## config.mk

```make
export PLATFORM = sky130hd
export DESIGN_NAME = display7_scan
export DESIGN_NICKNAME = d
export VERILOG_FILES = /design/src/rtl/display7_scan.sv
export SDC_FILE = /design/constraint.sdc
export NUM_CORES = 1
export LEC_CHECK = 0
export CORE_UTILIZATION = 50
export DETAILED_ROUTE_END_ITERATION = 16
export PLACE_DENSITY_LB_ADDON = 0.3
export SLEW_MARGIN = 20
export SYNTH_ARGS = -nofsm -noshare
export SYNTH_HDL_FRONTEND = slang
export SYNTH_SLANG_ARGS = --single-unit
```

## constraint.sdc

```tcl
create_clock -name clk -period 2.48 [get_ports clk]
set_input_delay 0.248 -clock clk [delete_from_list [all_inputs] [get_ports clk]]
set_output_delay 0.248 -clock clk [all_outputs]
set_load 0.02 [all_outputs]
```

## src/rtl/display7_scan.sv

```systemverilog
// display7_scan: multiplexed 7-segment scanner with double-buffered data.
// Ports: clk, rst (sync, high), iData/iDp/iBlank/iLzs captured on iLoad,
// iEnable gates scanning; oSeg/oDp/oAn active-low, oFrame per full scan.
module display7_scan #(
  parameter int N_DIGITS = 8,
  parameter int SCAN_DIV = 100000,
  parameter int HEX_MODE = 1
) (
  input  logic                    clk,
  input  logic                    rst,
  input  logic [4*N_DIGITS-1:0]   iData,
  input  logic                    iLoad,
  input  logic [N_DIGITS-1:0]     iDp,
  input  logic [N_DIGITS-1:0]     iBlank,
  input  logic                    iLzs,
  input  logic                    iEnable,
  output logic [6:0]              oSeg,
  output logic                    oDp,
  output logic [N_DIGITS-1:0]     oAn,
  output logic                    oFrame
);

  localparam int IW = $clog2(N_DIGITS);
  localparam int PW = $clog2(SCAN_DIV);

  typedef struct packed {
    logic [4*N_DIGITS-1:0] data;
    logic [N_DIGITS-1:0]   dp;
    logic [N_DIGITS-1:0]   blank;
    logic                  lzs;
  } buf_t;

  logic [PW-1:0]       psc_q, psc_d;
  logic [IW-1:0]       idx_q, idx_d;
  buf_t                pend_q, pend_d;
  buf_t                act_q, act_d;
  logic [6:0]          seg_q, seg_d;
  logic                dp_q, dp_d;
  logic [N_DIGITS-1:0] an_q, an_d;
  logic                frame_q, frame_d;

  buf_t                in_w;
  logic                tick;
  logic                wrap;
  logic [3:0]          nib;
  logic [N_DIGITS-1:0] supp;
  logic                lz;

  function automatic logic [6:0] decode(input logic [3:0] v);
    logic [6:0] s;
    unique case (v)
      4'd0:  s = 7'b1000000;
      4'd1:  s = 7'b1111001;
      4'd2:  s = 7'b0100100;
      4'd3:  s = 7'b0110000;
      4'd4:  s = 7'b0011001;
      4'd5:  s = 7'b0010010;
      4'd6:  s = 7'b0000010;
      4'd7:  s = 7'b1111000;
      4'd8:  s = 7'b0000000;
      4'd9:  s = 7'b0010000;
      4'd10: s = 7'b0001000;
      4'd11: s = 7'b0000011;
      4'd12: s = 7'b1000110;
      4'd13: s = 7'b0100001;
      4'd14: s = 7'b0000110;
      4'd15: s = 7'b0001110;
    endcase
    if (HEX_MODE == 0 && v > 4'd9) s = 7'b1111111;
    return s;
  endfunction

  assign in_w = '{data: iData, dp: iDp, blank: iBlank, lzs: iLzs};

  always_comb begin
    psc_d  = psc_q;
    idx_d  = idx_q;
    pend_d = pend_q;
    act_d  = act_q;
    tick   = iEnable && (psc_q == PW'(SCAN_DIV - 1));
    wrap   = tick && (idx_q == IW'(N_DIGITS - 1));

    if (iEnable) psc_d = tick ? '0 : psc_q + PW'(1);
    if (tick)    idx_d = wrap ? '0 : idx_q + IW'(1);
    if (iLoad)   pend_d = in_w;
    // a load landing on the wrap bypasses pending
    if (wrap)    act_d = iLoad ? in_w : pend_q;
    frame_d = wrap;

    // suppression flag stays set while all higher nibbles are zero
    lz   = act_q.lzs;
    supp = '0;
    for (int k = N_DIGITS - 1; k >= 1; k--) begin
      if (act_q.data[k*4 +: 4] != 4'd0) lz = 1'b0;
      supp[k] = lz;
    end

    nib = act_q.data[{idx_q, 2'b00} +: 4];
    if (act_q.blank[idx_q] || supp[idx_q]) seg_d = 7'b1111111;
    else                                   seg_d = decode(nib);
    dp_d = ~(act_q.dp[idx_q] & ~act_q.blank[idx_q]);
    an_d = iEnable ? ~(N_DIGITS'(1) << idx_q) : '1;
  end

  always_ff @(posedge clk) begin
    if (rst) begin
      psc_q   <= '0;
      idx_q   <= '0;
      pend_q  <= '0;
      act_q   <= '0;
      seg_q   <= 7'b1111111;
      dp_q    <= 1'b1;
      an_q    <= '1;
      frame_q <= 1'b0;
    end else begin
      psc_q   <= psc_d;
      idx_q   <= idx_d;
      pend_q  <= pend_d;
      act_q   <= act_d;
      seg_q   <= seg_d;
      dp_q    <= dp_d;
      an_q    <= an_d;
      frame_q <= frame_d;
    end
  end

  assign oSeg   = seg_q;
  assign oDp    = dp_q;
  assign oAn    = an_q;
  assign oFrame = frame_q;

endmodule

```

**Word-level counts from Yosys, hierarchy flattened**

Memory sizes are Yosys's and may differ from the RTL's. A register that Yosys moved wholly into a read port is not among the register bits.
Cells that the tools add are included.

- $add $sub $neg: 2
- Multiply operators: 0
- Divide/modulo/power cells: 0
- $lt $le $gt $ge: 1
- Equality and inequality tests: 2
- Shifts and indexed selects: 2
- Mux-type cells: 16
- Bitwise operators: 5
- Reduce and logical (&&, ||, !) cells: 12

Operators by type and width:

| cell | count |
|---|---|
| 49-bit two-way mux | 1 |
| 32-bit by 6-bit variable part select with 4-bit output | 1 |
| 4-bit nonzero test | 7 |
| 17-bit by 1-bit adder with 17-bit output, second input constant | 1 |
| 17-bit == test, second input constant | 1 |
| 17-bit two-way mux | 1 |
| 1-bit two-way mux | 10 |
| 1-bit binary-select mux with 3-bit select | 3 |
| 8-bit NOT | 1 |
| 1-bit by 3-bit << shifter with 8-bit output, first input constant | 1 |
| 3-bit by 4-bit < comparator with 1-bit output, second input constant | 1 |
| 2-bit OR reduction | 2 |
| 3-bit by 1-bit adder with 3-bit output, second input constant | 1 |
| 3-bit == test, second input constant | 1 |
| 3-bit two-way mux | 1 |
| 1-bit NOT | 3 |
| 1-bit logical AND | 2 |
| 1-bit bitwise AND | 1 |
| 1-bit logical OR | 1 |

- Flip-flop bits (word level): 128
- Latch bits: 0
- RAM bits: 0
- Bits in read-only memories: 112
- Input port bits: 53
- Output and inout bits: 17
- Logic and storage cells: 54
- Memories kept: 1

Memory list:

| memory | depth | width | read ports | clocked after memory_dff | write ports | RTL line | RTL |
|---|---|---|---|---|---|---|---|
| (name not given) | 16 | 7 | 1 | 1 | 0 | 51 | `unique case (v)` |

**Depth between registers and ports, before layout**

Gate-level depths: netlist of run 1.

- Word-level depth: 12
- Gate-level depth with buffers: 11
- Depth with buffers taken out: 9

**Worst setup path after synthesis of run 1**

No wires, ideal clock.

- Kind: reg2reg
- Start point: reg idx_q[0]
- End point: reg seg_q[1], in the netlist oSeg[1]
- Arrival: 2.051 ns
- Path slack: 0.351 ns
- Stages on the path, launching flop included: 11
- Path through: dfxtp_1 > buf_6 > buf_6 > mux2_2 > o32ai_1 > a311oi_2 > inv_1 > ha_1 > inv_1 > mux2_2 > o211ai_1

- Cells in the longest elaborated chain, start to end: 4

RTL lines:

| element | RTL line | RTL |
|---|---|---|
| start: declaration | 34 | `logic [IW-1:0] idx_q, idx_d;` |
| start signal: assignment | 117 | `idx_q <= idx_d;` |
| 1-bit binary-select mux with 3-bit select | 99 | `if (act_q.blank[idx_q] \|\| supp[idx_q]) seg_d = 7'b1111111;` |
| 1-bit two-way mux (not written as such) | 99 |  |
| 1-bit logical OR | 99 |  |
| 2-bit OR reduction (no source line) | - |  |
| end: declaration | 37 | `logic [6:0] seg_q, seg_d;` |

Parallel ways exist; a longest one is shown, timed or not. The select of a mux whose other input is x is not followed.
A chain may end at the register's enable or synchronous reset.

**Worst setup path in the final report of run 1**

- Start point: reg idx_q[1]
- End point: reg act_q[6] (netlist bit)

- Cells in the longest elaborated chain, start to end: 2

RTL lines:

| element | RTL line | RTL |
|---|---|---|
| 3-bit == test | 81 | `wrap = tick && (idx_q == IW'(N_DIGITS - 1));` |
| 1-bit logical AND | 81 |  |
| end signal: assignment | 119 | `act_q <= act_d;` |
| end: declaration | 36 | `buf_t act_q, act_d;` |

No other way between the ends.

==> run summary, run 1 <==
The number of clock buffers inserted by TritonCTS came out at 17. The launching instance or port of the critical path is idx_q[1]. The type of origin of the critical path is a register.

The transition time at the pin with the least slew margin came out at 552 ps. The most used flip-flop cell after synthesis is sky130_fd_sc_hd__dfxtp_1. The per-cell routed wire length came out at 15.8 um. Across every metal layer, demand over resource in global routing totals 22.0%. The tree is rooted in a sky130_fd_sc_hd__clkbuf_16. The synthesized instance count is 548. The number of hold-slack violations in the final timing report was 0. The total via count after detailed routing came out at 4,145. The fraction of synthesized cell area in xor and xnor cells is 2.11%. At the placement stage, the worst setup path has a slack of 264 ps. The share of total power dissipated in sequential elements is a little over two fifths. The first-pass GRT wire length came out at about 20,000 um. The largest total area in the synthesized netlist belongs to sky130_fd_sc_hd__dfxtp_1. STA classifies the critical path endpoint as a register. The post-synthesis area per instance is approximately 11 um2.

The internal portion of total power is 4050 uW. By count the netlist is led by sky130_fd_sc_hd__dfxtp_1, sky130_fd_sc_hd__nor2_1, sky130_fd_sc_hd__mux2i_1. The number of ports placed on the die boundary came out at 70. The DRC violation total after the first TritonRoute iteration came out at 158.

The count of port buffers added during placement came out at 69. The core area came out at 0.0111 mm2. The area of the die came out at 0.0120 mm2. The switching power of the nets came out at 1100 uW. For this run, the detailed router's first-pass iteration total came to 4. The run finished with clean final reports. The number of setup buffers added after CTS came out at 0. The critical-path maximum fanout is 32. The die extent in x came out at 110 um. The HPWL after detailed placement is about 8000 um. The largest voltage drop on the vdd net came out at between 600 and 700 uV. The analysis attributes to cell leakage a power of 0.00275 uW. The floorplan has 38 rows.

The minimum setup slack in the final design came out at 208 ps. Once placement finished, the instance area stood at about 0.0066 mm2. Subtracting the final worst setup slack from the clock period gives 2270 ps.

The initial antenna violation count was 0. The post-synthesis compound-gate area fraction came out at 14.0%. The power density over the cells came out at 714 mW/mm2. The overall die height came out at roughly 110 um. The pin count of the biggest net entering global routing is 50. The synthesized-area fraction occupied by adder cells came out at 2.80%.

The number of clock sinks is 135. The area share of the largest cell type after synthesis came out at a little under half. In this run the remaining antenna-violating nets after routing total 0. The final instance area came out at 0.00722 mm2. The number of nets produced by synthesis is 614. The via count of the first global-routing pass was 4,236.

Setup violations remaining at the end of the flow were counted as 0. The deepest level of the CTS H-tree is 4. The synthesis warning total came out at 0. Routability-driven placement finished with a final weighted congestion of 0.781. The sum of overflow across all layers after global routing came out at 0. The post-cts resize count is 0. The critical path in this run is classified as register to register.

For this run, the top clock speed supported by timing is 0.440 GHz. The number of buffers inserted for hold repair after clock tree synthesis came out at 0. The synthesis-to-finish area growth came out at 24.4%. The clock insertion delay at the later pin of the skew report came out at 410 ps. The reg-to-reg startpoint is idx_q[1]. The power share of the combinational group came out at roughly 5.7%.

The number of synthesized register bits is ~140. In the routed design, unresolved DRC markers number 0. The final number of max-transition violations came out at 0. Among all cell types in the netlist, the one instantiated most often is sky130_fd_sc_hd__dfxtp_1.

The worst setup slack for register-to-register paths is 210 ps. The initial core utilization came out at 52.4%. Setup repair after global routing left no endpoint under its margin. The final layout net count came out at a little under 700. Counting flops with a built-in enable in the synthesized netlist gives 0. At the worst endpoint, the arrival time is 2590 ps. The via density per instance is 5.40. The startpoint identified for the worst hold timing path is rst. The worst-case clock skew is about 7.5 ps.

Cells with a size suffix above 1 make up roughly a fifth of the layout. The number of library cell types mapped by synthesis is 50. The antenna diode count came out at 0. The share of synthesized cell area in and, or, nand and nor gates came out at ~15%. The detailed-route wire length is 12,100 um.

The class of the worst hold path is input pin to register. At the worst endpoint, the required time is 2800 ps. By area, the combinational part of the netlist is dominated by simple AND/OR/NAND/NOR gates. Sequential cells were found to cover approximately 47% of the synthesized design area. The part of the total power dissipated in the clock network is 50.8%. The portion of synthesized area spent on multiplexers is 14.5%. The CTS clock-pin slew for the worst setup and hold paths is 60 ps. After synthesis, the share of flip-flops with an asynchronous set or reset is 0%. By area the synthesized netlist is led by sky130_fd_sc_hd__dfxtp_1, sky130_fd_sc_hd__a211oi_2, sky130_fd_sc_hd__mux2i_1. The switching part of the total came out at 21.3%. The max-capacitance violation count came out at 0. The worst relative slew slack came out at 62.9%. Adding up every negative setup slack in the final design gives 0 ps. The area of the mapped netlist came out at 0.00580 mm2.

After layout, the worst path uses between 90% and 100% of the clock period. The CTS tree is built. The number of buffers on the longest clock path came out at 2.
## placed cells by master, fill, tap and decap left out, types with 11 or more instances in the layout
| cell | n |
|---|---|
| sky130_fd_sc_hd__dfxtp_1 | 135 |
| sky130_fd_sc_hd__nor2_1 | 117 |
| sky130_fd_sc_hd__clkdlybuf4s50_1 | 67 |
| sky130_fd_sc_hd__mux2i_1 | 58 |
| sky130_fd_sc_hd__a211oi_2 | 50 |
| sky130_fd_sc_hd__nand2_1 | 22 |
| sky130_fd_sc_hd__clkbuf_16 | 17 |
| sky130_fd_sc_hd__ha_1 | 13 |
| sky130_fd_sc_hd__buf_4 | 13 |
| sky130_fd_sc_hd__nand3_1 | 11 |
## power by group through the flow
stage          clock (uW)  sequential (uW)  combinational (uW)
2_1_floorplan           0             2290                 157
3_3_place_gp            0             2290                 288
3_5_place_dp            0             2290                 294
4_1_cts              2650             2240                 297
5_1_grt              2750             2250                 322
6_report             2620             2240                 293
## path summary, 6_finish.rpt
kind / end / cells past startpoint
max: act_q[6] / 8
min: pend_q[7] / 2
max reg2reg: act_q[6] / 8
min reg2reg: pend_q[25] / 2
## per-stage QoR
stage | power (uW) | hold WS [ps] | instances | util, %
after global placement | 2570 | 488 | 735 | 59.5
after detailed placement | 2580 | 499 | 735 | 59.5
after floorplan | 2450 | 433 | 548 | -
after global routing | 5320 | 267 | 767 | 65.1
after CTS | 5190 | 253 | 767 | 65.1
final | 5150 | 260 | 767 | 65.1
## sequential cells by signal, indices dropped and copies added (netlist names)
register  flops
act_q        49
pend_q       49
psc_q        17
oAn           8
oSeg          7
idx_q         3
oDp           1
oFrame        1
## critical path, cell delays in order, from the launching register on
cell	delay, ps
sky130_fd_sc_hd__dfxtp_1	480
sky130_fd_sc_hd__buf_4	270
sky130_fd_sc_hd__ha_1	210
sky130_fd_sc_hd__ha_1	170
sky130_fd_sc_hd__inv_1	100
sky130_fd_sc_hd__nor3_4	390
sky130_fd_sc_hd__buf_12	250
sky130_fd_sc_hd__nor2_1	80
sky130_fd_sc_hd__a211oi_2	220
## logic make-up (layout without fill, tap and decap cells)
family / Yosys count / count (layout)
xor gates and xnor gates: 14 / 14
AOI/OAI and AO/OA: 76 / 76
muxes: 71 / 71
buffers and inverters: 47 / 126
and+or+nand+nor: 192 / 192
DFF: 135 / 135
adders and majority gates: 13 / 13
## metal layers
layer / global-route usage [%] / vias to the layer above / share of wire [%]
li1: - / 2057 / -
met2: 39.8 / 100 / 53
met4: 8.00 / 0 / 1.1
met1: 25.0 / 1976 / 42
met3: 5.39 / 12 / 4.4
met5: 0 / - / 0
## layout make-up
type	instances	area, um2
tap	140	175
sequential	135	2700
clock buffer	21	480
timing repair buffer	85	853
multi-input combinational	366	2820
fill	880	3860
inverter	9	33.8
clock inverter	11	146
No activity file was read; power rests on OpenSTA's default activity.
==> run 2, diff against run 1 <==
--- a/config.mk
+++ b/config.mk
@@ -5,7 +5,9 @@
 export SDC_FILE = /design/constraint.sdc
 export NUM_CORES = 1
 export LEC_CHECK = 0
-export CORE_UTILIZATION = 50
+export CELL_PAD_IN_SITES_DETAIL_PLACEMENT = 1
+export CELL_PAD_IN_SITES_GLOBAL_PLACEMENT = 1
+export CORE_UTILIZATION = 44
 export DETAILED_ROUTE_END_ITERATION = 16
 export PLACE_DENSITY_LB_ADDON = 0.3
 export SLEW_MARGIN = 20
==> run 2 against run 1 <==
Hold slack worse by 35 ps. Combinational power grew 2%. Via count is 2.5% higher. Clock skew down 1.3 ps. Routed wire length is 14% higher. Critical path depth up 1. Worst setup slack got worse by 3.0 ps. Non-clock buffer count increased by 1. Total power fell by 5.5%.
==> run summary, run 2 (synthesis gave the netlist of run 1 again) <==
The number of buffers on the longest clock path is 2 (unchanged). The worst hold path stage count came out at 2 (unchanged). The met1 track demand over resource is 24.0% (-0.99 points). The max-capacitance violation count came to 0 (unchanged).

The number of hold-slack violations in the final timing report is 0 (unchanged). The initial core utilization is 45.6% (-6.8 points). The number of clock buffers inserted by TritonCTS is 17 (unchanged). The power density over the cells came out at 677 mW/mm2 (-5.2%). The leading cell type in the layout, fill and taps excluded is sky130_fd_sc_hd__dfxtp_1. The number of rows in the core area is 41 (+7.9%). The total via count after detailed routing is 4,248 (+2.5%). The overall die height is 117 um (+6.5%). The total routing usage reported by global routing is 22.4% (+0.40 points). The worst-case clock skew came out at 6.20 ps (-1.32 ps). The transition time at the pin with the least slew margin is 579 ps (+26.4 ps).

The routability congestion estimate came out at 0.848 (+8.6%). The detailed-route DRC error count is 0 (unchanged). The critical path required time is 2850 ps (+50 ps). The first-pass GRT wire length is 22,700 um (+13%). The deepest level of the CTS H-tree came out at 4 (unchanged). The DRC violation total after the first TritonRoute iteration is 171 (+8.2%). STA classifies the critical path startpoint as a register. The data arrival time of the critical path came to 2640 ps (+50 ps). The class of the worst hold path is input pin to register. The post-layout minimum cycle time came out at 2270 ps (+2.98 ps). The final number of setup-violating endpoints is 0 (unchanged).

The CTS tree is built. The share of the cycle needed by the critical path after routing is 91.7% (+0.12 points). The antenna diode count is 0 (unchanged).

The minimum setup slack in the final design is 205 ps (-2.98 ps). The die extent in x came out at 117 um (+6.5%). The reg-to-reg endpoint is oSeg[3].

The core area is 0.0127 mm2 (+15%). The post-route setup TNS is 0 ps (unchanged). The clock insertion delay at the later pin of the skew report is 420 ps (about the same). The area growth from synthesis to layout is 24.0%. The area of the die is 0.0136 mm2 (+13%). The number of clock sinks was 135 (unchanged). The number of ports placed on the die boundary is 70 (unchanged). The hold path startpoint is rst. The critical-path maximum fanout came out at 8 (-75%). The number of search-and-repair iterations in the first detailed-routing pass is 4 (unchanged). The worst relative slew slack came out at 61.4% (-1.5 points). The critical path endpoint category is a register. After global routing, the most crowded layer is met2.

The number of cells on the worst reg-to-reg path was 9 (+1). The remaining number of nets flagged by the antenna check after routing came to 0 (unchanged). The cell sitting at the root of the clock tree is a sky130_fd_sc_hd__clkbuf_16. The layout cell share with drive strength beyond 1 is 19.5% (-0.32 points).

The terminating pin of the worst hold path is pend_q[6]. The worst setup slack for register-to-register paths came to 210 ps (about the same). The global routing met2 resource utilization came out at 41.3% (+1.5 points). The top cell types in the final layout, fill and taps aside, are sky130_fd_sc_hd__dfxtp_1, sky130_fd_sc_hd__nor2_1, sky130_fd_sc_hd__clkdlybuf4s50_1.

The initial antenna violation count came out at 0 (unchanged). The critical path is of the register to register type. The sum of overflow across all layers after global routing is 0 (unchanged).

The detailed-route wire length was 13,800 um (+14%). The final number of max-transition violations is 0 (unchanged). The HPWL after detailed placement came out at 9340 um (+16%). Setup repair after global routing left no endpoint under its margin. The via count of the first global-routing pass came out at 4,617 (+9.0%).

The top achievable clock speed is 0.440 GHz (-0.13%). In this run the critical register-to-register path is launched from idx_q[1]. In the final layout, the registers with the most flip-flops are act_q: 49 flops, pend_q: 49 flops, psc_q: 17 flops.

The worst slack at placement is 145 ps (-119 ps). The run finished with clean final reports. The largest voltage drop on the vdd net came out at 479 uV (-22%). The power consumption came out at 4870 uW (-5.5%). The pin count of the biggest net entering global routing came out at 50 (unchanged).

The CTS clock-pin slew for the worst setup and hold paths came to 60 ps (about the same). The final core utilization came out at 56.5% (-8.6 points). The final layout net count is 681 (+0.15%). The routing usage on met3 came out at 6.85% (+1.5 points). The per-cell routed wire length was 17.3 um (+9.4%).

The number of inserted filler cells in the final layout is 1,392 (+58%). The count of port buffers added during placement is 69 (unchanged). The static power due to leakage was 0.00272 uW (-1.3%). The via density per instance came out at 5.32 (-1.6%).
run 2: changes by cell type in the layout (fill, tap and decap cells not counted), moves of 2 or more:
cell,delta
sky130_fd_sc_hd__clkinv_4,-3
sky130_fd_sc_hd__bufinv_16,-2
sky130_fd_sc_hd__clkinv_2,+2
sky130_fd_sc_hd__clkbuf_8,-2
sky130_fd_sc_hd__clkbuf_1,+3
run 2: how the worst max path moves through the flow:
stage,end,startpoint
3_5_place_dp,oSeg[3],idx_q[0]
3_3_place_gp,oSeg[1],idx_q[0]
4_1_cts,oSeg[3],idx_q[0]
5_1_grt,oSeg[3],idx_q[0]
6_report,oSeg[3],idx_q[1]
2_1_floorplan,oSeg[1],idx_q[0]
run 2: repair_timing:
item / in CTS / in global routing
hold buffers: 0 / 0
buffers inserted: 0 / 0
endpoints found under the hold margin: 0 / 0
gates resized for setup: 0 / 1
endpoints found under the setup margin: 0 / 6
run 2: final cells by class:
class / instances / area, um2 / share of cell area (%)
Timing Repair Buffer: 86 / 873 / 12.1
Clock inverter: 9 / 77.6 / 1.08
Inverter: 9 / 33.8 / 0.470
Sequential cell: 135 / 2700 / 37.6
Multi-Input combinational cell: 366 / 2820 / 39.3
Clock buffer: 22 / 464 / 6.45
Tap cell: 172 / 215 / 2.99
run 2: report_power, final:
part / internal [uW] / switching (uW)
Sequential: 2230 / 18.4
Combinational: 143 / 157
Clock: 1410 / 912
run 2: metrics by stage:
step | cells | area, um2 | hold WS [ps]
2_1_floorplan | 548 | 5800 | 433
3_3_place_gp | 768 | 6650 | 488
3_5_place_dp | 768 | 6650 | 505
4_1_cts | 799 | 7190 | 213
5_1_grt | 799 | 7190 | 228
6_report | 799 | 7190 | 225
run 2: critical path, stage by stage, from the launching register on:
cell and delay (ps):
sky130_fd_sc_hd__dfxtp_1 480, sky130_fd_sc_hd__mux2_2 390, sky130_fd_sc_hd__o32ai_1 370, sky130_fd_sc_hd__a311oi_2 130, sky130_fd_sc_hd__inv_1 180, sky130_fd_sc_hd__ha_1 250
sky130_fd_sc_hd__inv_1 70, sky130_fd_sc_hd__mux2i_1 70, sky130_fd_sc_hd__mux2i_1 160, sky130_fd_sc_hd__nand2b_1 120
run 2: metal layers:
metal	vias to the layer above	wire length (um)	part of all wire, %
met3	15	400	2.9
met2	70	7350	53
li1	2059	-	-
met4	0	197	1.4
met1	2104	5860	42
met5	-	0	0
